[config.mk]
export PLATFORM = sky130hd
export DESIGN_NAME = instr_decode
export DESIGN_NICKNAME = d
export VERILOG_FILES = /design/src/rtl/instr_decode.sv
export SDC_FILE = /design/constraint.sdc
export NUM_CORES = 1
export LEC_CHECK = 0
export BUFFER_PORTS_ARGS = -buffer_cell sky130_fd_sc_hd__buf_4
export CORE_ASPECT_RATIO = 1.2
export CORE_MARGIN = 2
export CORE_UTILIZATION = 40
export DETAILED_ROUTE_END_ITERATION = 10
export PLACE_DENSITY = 0.69
export SYNTH_ARGS = -nofsm -noshare
export SYNTH_HDL_FRONTEND = slang
export SYNTH_SLANG_ARGS = --single-unit
[constraint.sdc]
create_clock -name clk -period 1.8 [get_ports clk]
set_input_delay 0.36 -clock clk [delete_from_list [all_inputs] [get_ports clk]]
set_output_delay 0.36 -clock clk [all_outputs]
set_load 0.02 [all_outputs]
[src/rtl/instr_decode.sv]
// RV32I decode/issue stage: registers decoded fields, pulses en to the ALU, holds issue across control flow.
// Optional INSTR_COUNT_EN adds a 64-bit retired-instruction counter output (instret).
module instr_decode #(
    parameter int unsigned     XLEN     = 32,
    parameter logic [XLEN-1:0] RESET_PC = '0
) (
    input  logic            clk,
    input  logic            reset,
    input  logic [31:0]     instr,
    input  logic [XLEN-1:0] instrPC,
    input  logic            instrValid,
    output logic            instrReady,
    input  logic            stall,
    input  logic            pcRwEn,
    output logic            en,
    output logic [6:0]      opcode,
    output logic [14:0]     func,
    output logic [XLEN-1:0] imm,
    output logic [4:0]      rs1,
    output logic [4:0]      rs2,
    output logic [4:0]      rd,
    output logic [11:0]     csrAddr,
    output logic [XLEN-1:0] currentPC,
    output logic            rwEn,
    output logic            illegal,
`ifdef INSTR_COUNT_EN
    output logic [63:0]     instret,
`endif
    output logic            flush
);

    localparam logic [1:0] RUN  = 2'd0;
    localparam logic [1:0] BRW1 = 2'd1;
    localparam logic [1:0] BRW2 = 2'd2;

    localparam logic [4:0] OP_IMM    = 5'b00100;
    localparam logic [4:0] OP_LOAD   = 5'b00000;
    localparam logic [4:0] OP_JALR   = 5'b11001;
    localparam logic [4:0] OP_STORE  = 5'b01000;
    localparam logic [4:0] OP_BRANCH = 5'b11000;
    localparam logic [4:0] OP_LUI    = 5'b01101;
    localparam logic [4:0] OP_AUIPC  = 5'b00101;
    localparam logic [4:0] OP_JAL    = 5'b11011;
    localparam logic [4:0] OP_SYSTEM = 5'b11100;
    localparam logic [4:0] OP_REG    = 5'b01100;

    logic [1:0]      state_q, state_d;
    logic            en_q;
    logic            flush_q, flush_d;
    logic [6:0]      opcode_q;
    logic [14:0]     func_q;
    logic [XLEN-1:0] imm_q, imm_d;
    logic [4:0]      rs1_q, rs2_q, rd_q;
    logic [11:0]     csr_q;
    logic [XLEN-1:0] pc_q;
    logic            rwen_q, rwen_d;
    logic            illegal_q;

    logic [4:0] opc;
    logic       known_op;
    logic       writes_rd;
    logic       legal;
    logic       is_ctrl;
    logic       accept;

    assign opc        = instr[6:2];
    assign instrReady = reset & (state_q == RUN) & ~stall;
    assign accept     = instrValid & instrReady;
    assign is_ctrl    = (opc == OP_BRANCH) | (opc == OP_JAL) | (opc == OP_JALR);

    always_comb begin
        imm_d     = '0;
        known_op  = 1'b1;
        writes_rd = 1'b0;
        case (opc)
            OP_IMM, OP_LOAD, OP_JALR: begin
                imm_d     = {{20{instr[31]}}, instr[31:20]};
                writes_rd = 1'b1;
            end
            OP_STORE:  imm_d = {{20{instr[31]}}, instr[31:25], instr[11:7]};
            OP_BRANCH: imm_d = {{19{instr[31]}}, instr[31], instr[7], instr[30:25], instr[11:8], 1'b0};
            OP_LUI, OP_AUIPC: begin
                imm_d     = {instr[31:12], 12'h000};
                writes_rd = 1'b1;
            end
            OP_JAL: begin
                imm_d     = {{11{instr[31]}}, instr[31], instr[19:12], instr[20], instr[30:21], 1'b0};
                writes_rd = 1'b1;
            end
            OP_SYSTEM: begin
                imm_d     = {20'h00000, instr[31:20]};
                writes_rd = (instr[14:12] != 3'b000);
            end
            OP_REG:    writes_rd = 1'b1;
            default:   known_op  = 1'b0;
        endcase
    end

    // Undecodable words still issue, but must never write the register file.
    assign legal  = known_op & (instr[1:0] == 2'b11);
    assign rwen_d = legal & writes_rd & (instr[11:7] != 5'd0);

    always_comb begin
        state_d = state_q;
        flush_d = 1'b0;
        case (state_q)
            RUN:  if (accept && is_ctrl) state_d = BRW1;
            BRW1: state_d = BRW2;
            BRW2: begin
                state_d = RUN;
                flush_d = pcRwEn;
            end
            default: state_d = RUN;
        endcase
    end

    always_ff @(posedge clk) begin
        if (!reset) begin
            state_q   <= RUN;
            en_q      <= 1'b0;
            flush_q   <= 1'b0;
            opcode_q  <= '0;
            func_q    <= '0;
            imm_q     <= '0;
            rs1_q     <= '0;
            rs2_q     <= '0;
            rd_q      <= '0;
            csr_q     <= '0;
            pc_q      <= RESET_PC;
            rwen_q    <= 1'b0;
            illegal_q <= 1'b0;
        end else begin
            state_q <= state_d;
            en_q    <= accept;
            flush_q <= flush_d;
            if (accept) begin
                opcode_q  <= instr[6:0];
                func_q    <= {5'b00000, instr[31:25], instr[14:12]};
                imm_q     <= imm_d;
                rs1_q     <= instr[19:15];
                rs2_q     <= instr[24:20];
                rd_q      <= instr[11:7];
                csr_q     <= instr[31:20];
                pc_q      <= instrPC;
                rwen_q    <= rwen_d;
                illegal_q <= ~legal;
            end
        end
    end

`ifdef INSTR_COUNT_EN
    logic [63:0] instret_q;

    always_ff @(posedge clk) begin
        if (!reset) begin
            instret_q <= '0;
        end else if (en_q && !illegal_q) begin
            instret_q <= instret_q + 64'd1;
        end
    end

    assign instret = instret_q;
`endif

    assign en        = en_q;
    assign flush     = flush_q;
    assign opcode    = opcode_q;
    assign func      = func_q;
    assign imm       = imm_q;
    assign rs1       = rs1_q;
    assign rs2       = rs2_q;
    assign rd        = rd_q;
    assign csrAddr   = csr_q;
    assign currentPC = pc_q;
    assign rwEn      = rwen_q;
    assign illegal   = illegal_q;

endmodule
==> summary by stage <==
Worst setup path
The timing startpoint of the critical path is state_q[0]. The critical register-to-register path startpoint is state_q[0]. The worst setup path is launched from a flip-flop. The path type of the worst setup path is flip-flop to output pin. The critical path data arrival time is 1.37 ns.

The endpoint required time on the critical path is 1.44 ns. The depth of the worst register-to-register path is 7. Along the worst path, the maximum fanout reaches 4. STA classifies the critical path endpoint as an output pin.

Yosys
The number of standard cells after synthesis is 541. By count the netlist is led by sky130_fd_sc_hd__nand2_1, sky130_fd_sc_hd__a21oi_1, sky130_fd_sc_hd__dfxtp_1. The most common cell in the netlist is sky130_fd_sc_hd__nand2_1. Counting distinct cell types in the post-synthesis netlist gives 46. For this run, the register share of the synthesized area comes to 0.471.

Of the total synthesized cell area, the portion taken by XOR and XNOR cells is 0.00202. The dominant combinational cell family by area after synthesis is simple AND/OR/NAND/NOR gates. For this run, the number of Yosys warnings is 0. The share of async-settable or async-resettable flops after synthesis is 0. The cell area after synthesis is 4340 sq um. The cell accounting for the most synthesized area is sky130_fd_sc_hd__dfxtp_1. In this run the mean area of a mapped cell was 8.01 sq um. The synthesized-area fraction occupied by and/or/nand/nor cells is 0.238. The fraction of the mapped netlist area in adder cells is 0. For this run, the leading register cell type out of synthesis is sky130_fd_sc_hd__dfxtp_1. By area the synthesized netlist is led by sky130_fd_sc_hd__dfxtp_1, sky130_fd_sc_hd__nand2_1, sky130_fd_sc_hd__a21oi_1, sky130_fd_sc_hd__buf_4, sky130_fd_sc_hd__o32ai_1. The fraction of synthesized area in multiplexers is 0.

The share of synthesized area in the top cell type comes to 0.471. The total of flip-flops plus latches after synthesis is 102. The complex-gate fraction of the synthesized area came to 0.204.

The count of flip-flops with a built-in enable after synthesis is 0.

CTS
The clock transition time at the flip-flop clock pins of the worst setup and hold paths is 0.07 ns. The count of H-tree levels built during CTS is 3. Clock latency on the worst-skew pair, taken at its later pin, is 0.35 ns. TritonCTS built the clock tree. The CTS root buffer is sky130_fd_sc_hd__clkbuf_16. In this run the deepest clock path goes through 2 buffers. Clock tree synthesis found a total of 102 sinks. Counting the buffers created by CTS gives 9.

Pwr
The share of total power in combinational logic is 0.129. The net switching fraction of the power is 0.245. The internal power of the cells is 3.82 mW.

The peak supply drop is 0.472 mV. The part of the power in registers is 0.465. Summed over all nets, the switching power comes to 1.24 mW. Summing internal, switching and leakage power gives 5.06 mW.

The power density normalized to cell area is 835 nW/um^2. Of the total power, the clock network draws 0.407. The static leakage is 2.51 nW.

Die
The top-level I/O count is 187. For this configuration, the core starts out at a cell density of 0.412. The floorplan step defined a die boundary enclosing 11700 sq um. The initialized floorplan defines 41 standard-cell rows. From left edge to right edge, the die measures 99.0 um. The die boundary height is 118 um. The floorplan core area is 10500 sq um.

Timing
Setup repair after global routing left no endpoint under its margin. The relative slew slack is 0.634. The final count of hold timing violations came to 0. The max-slew violation count was 0.

Final hold analysis gives a worst-case slack of 0.252 ns. The clock skew is 0.00639 ns. The setup slack after layout is 0.0677 ns.

The measured slew at the worst slew-check pin is 0.545 ns. The final total negative setup slack is 0 ns. Setup violations remaining at the end of the flow were counted as 0. Subtracting the final worst setup slack from the clock period gives 1.73 ns. Of the available clock period, the critical path in the final layout requires 0.962.

The achievable clock frequency is 0.577 GHz.

Detailed routing
The detailed-route wire length is 13000 um. Before antenna repair, the detailed router went through 6 iterations. In the final routed layout, each cell accounts on average for 15.8 um. The count of unresolved DRC violations after routing is 0. Once detail routing completed, the nets flagged for antenna violations numbered 0. The detailed router's first-iteration violation count is 276.

The via count of the routed design is 4328. Using the TritonRoute via totals, the vias-per-cell ratio works out to 5.25.

Final layout
The final layout contains 760 nets. The area growth from synthesis to layout is 39.7%. The fraction of final layout cells with drive strength greater than 1 is 0.326. The final cell area excluding filler cells is 6050 sq um. 0 antenna diodes ended up in the layout.

The final core area utilization is 0.576. The count of non-filler cells in the finished layout is 825.

Placed design
Timing analysis after detailed placement gives a worst setup slack of 0.0641 ns. After detailed placement, the design holds a cell count of 808. Once detailed placement completed, the half-perimeter wirelength came to 9390 um. Once placement finished, the instance area stood at 5730 sq um. Input and output buffers added on the ports amount to 181. The last weighted congestion value of the routability-driven placer is 0.807.

Global routing
The maximum number of pins on one net before global-route repair is 44. The number of global-route vias before repair is 4111. The met3 demand-to-capacity share in global routing is 0.0570.

The peak-usage layer in the global routing report is met2. Global routing finished with a remaining overflow of 0. The initial antenna violation count is 0. The first global-routing pass estimated 20700 um of wire. Across every metal layer, demand over resource in global routing totals 0.220. The met2 track demand over resource in global routing is 0.357. The global-route met1 utilization is 0.272.

Hold path
The start point of the worst min-delay path is instrPC[13]. The hold-critical path depth is 3. The worst hold path class is primary input to flip-flop.

Run
Across the run, the number of max-cap violations was 0.

Status
The flow ran to the end, and the final reports show no timing, DRC or antenna violations.
## cells by family after synthesis
logic type | Yosys count
other cells | 1
simple gates | 219
compound gates | 153
flops | 102
buf+inv | 65
xor+xnor | 1
## layout by cell type (no fill, tap or decap), types with 2 or more instances in the layout
cell type,instances
sky130_fd_sc_hd__conb_1,5
sky130_fd_sc_hd__nor2_1,4
sky130_fd_sc_hd__bufinv_16,2
sky130_fd_sc_hd__nand4b_1,3
sky130_fd_sc_hd__inv_1,2
sky130_fd_sc_hd__o21ai_0,16
sky130_fd_sc_hd__a21oi_1,103
sky130_fd_sc_hd__dfxtp_1,102
sky130_fd_sc_hd__o22ai_1,10
sky130_fd_sc_hd__nand2b_1,2
sky130_fd_sc_hd__o2111a_2,2
sky130_fd_sc_hd__nand3_1,8
sky130_fd_sc_hd__clkinvlp_4,2
sky130_fd_sc_hd__and3_1,2
sky130_fd_sc_hd__inv_2,2
sky130_fd_sc_hd__or2_2,2
sky130_fd_sc_hd__clkbuf_16,9
sky130_fd_sc_hd__clkbuf_1,2
sky130_fd_sc_hd__nand2_1,161
sky130_fd_sc_hd__buf_4,188
sky130_fd_sc_hd__nor2b_1,3
sky130_fd_sc_hd__a2111oi_2,2
sky130_fd_sc_hd__o32ai_1,13
sky130_fd_sc_hd__nor4_4,2
sky130_fd_sc_hd__buf_12,8
sky130_fd_sc_hd__and2_1,16
sky130_fd_sc_hd__nor3_1,2
sky130_fd_sc_hd__or3_1,2
## final cells by class
| cell class | count | area (sq um) |
|---|---|---|
| fill | 914 | 4460 |
| inverter | 4 | 15.0 |
| multi-input combinational | 378 | 1950 |
| clock buffer | 11 | 233 |
| sequential | 102 | 2040 |
| tap | 129 | 161 |
| timing repair buffer | 196 | 1570 |
| clock inverter | 5 | 83.8 |
## critical path, cell delays in order (launching register included)
cell and delay [ns]:
sky130_fd_sc_hd__dfxtp_1 0.35, sky130_fd_sc_hd__nor4b_4 0.34, sky130_fd_sc_hd__buf_4 0.19, sky130_fd_sc_hd__buf_4 0.15
## flip-flops by register name, indices dropped and copies added (netlist names)
signal / flops
currentPC: 32
imm: 32
csrAddr: 8
opcode: 7
rd: 5
rs1: 5
rs2: 4
func: 3
state_q: 2
en: 1
flush: 1
illegal: 1
rwEn: 1
## power by group through the flow
stage / Sequential, mW / Combinational [mW] / Clock [mW]
final: 2.35 / 0.651 / 2.06
after global routing: 2.36 / 0.701 / 2.19
after CTS: 2.35 / 0.650 / 2.10
after detailed placement: 2.40 / 0.648 / 0
after global placement: 2.40 / 0.641 / 0
after floorplan: 2.47 / 0.273 / 0
## final timing paths
kind	to	slack (ns)
worst max register to register	illegal	0.12
worst min register to register	currentPC[1]	0.45
worst max-delay path	instrReady	0.07
worst min-delay path	currentPC[13]	0.25
## per-layer routing
metal | share of wire | vias up
met5 | 0 | -
met1 | 0.40 | 2001
met3 | 0.080 | 25
met4 | 0.028 | 0
li1 | - | 2118
met2 | 0.50 | 184
## repair_timing
| item | in CTS | in global routing |
|---|---|---|
| hold buffers | 0 | 0 |
| gates cloned | 0 | 0 |
| pin swaps | 1 | 1 |
| gates resized for setup | 0 | 0 |
| endpoints found under the setup margin | 1 | 1 |
| setup buffers | 0 | 1 |
Power figures use the tool's default switching activity.
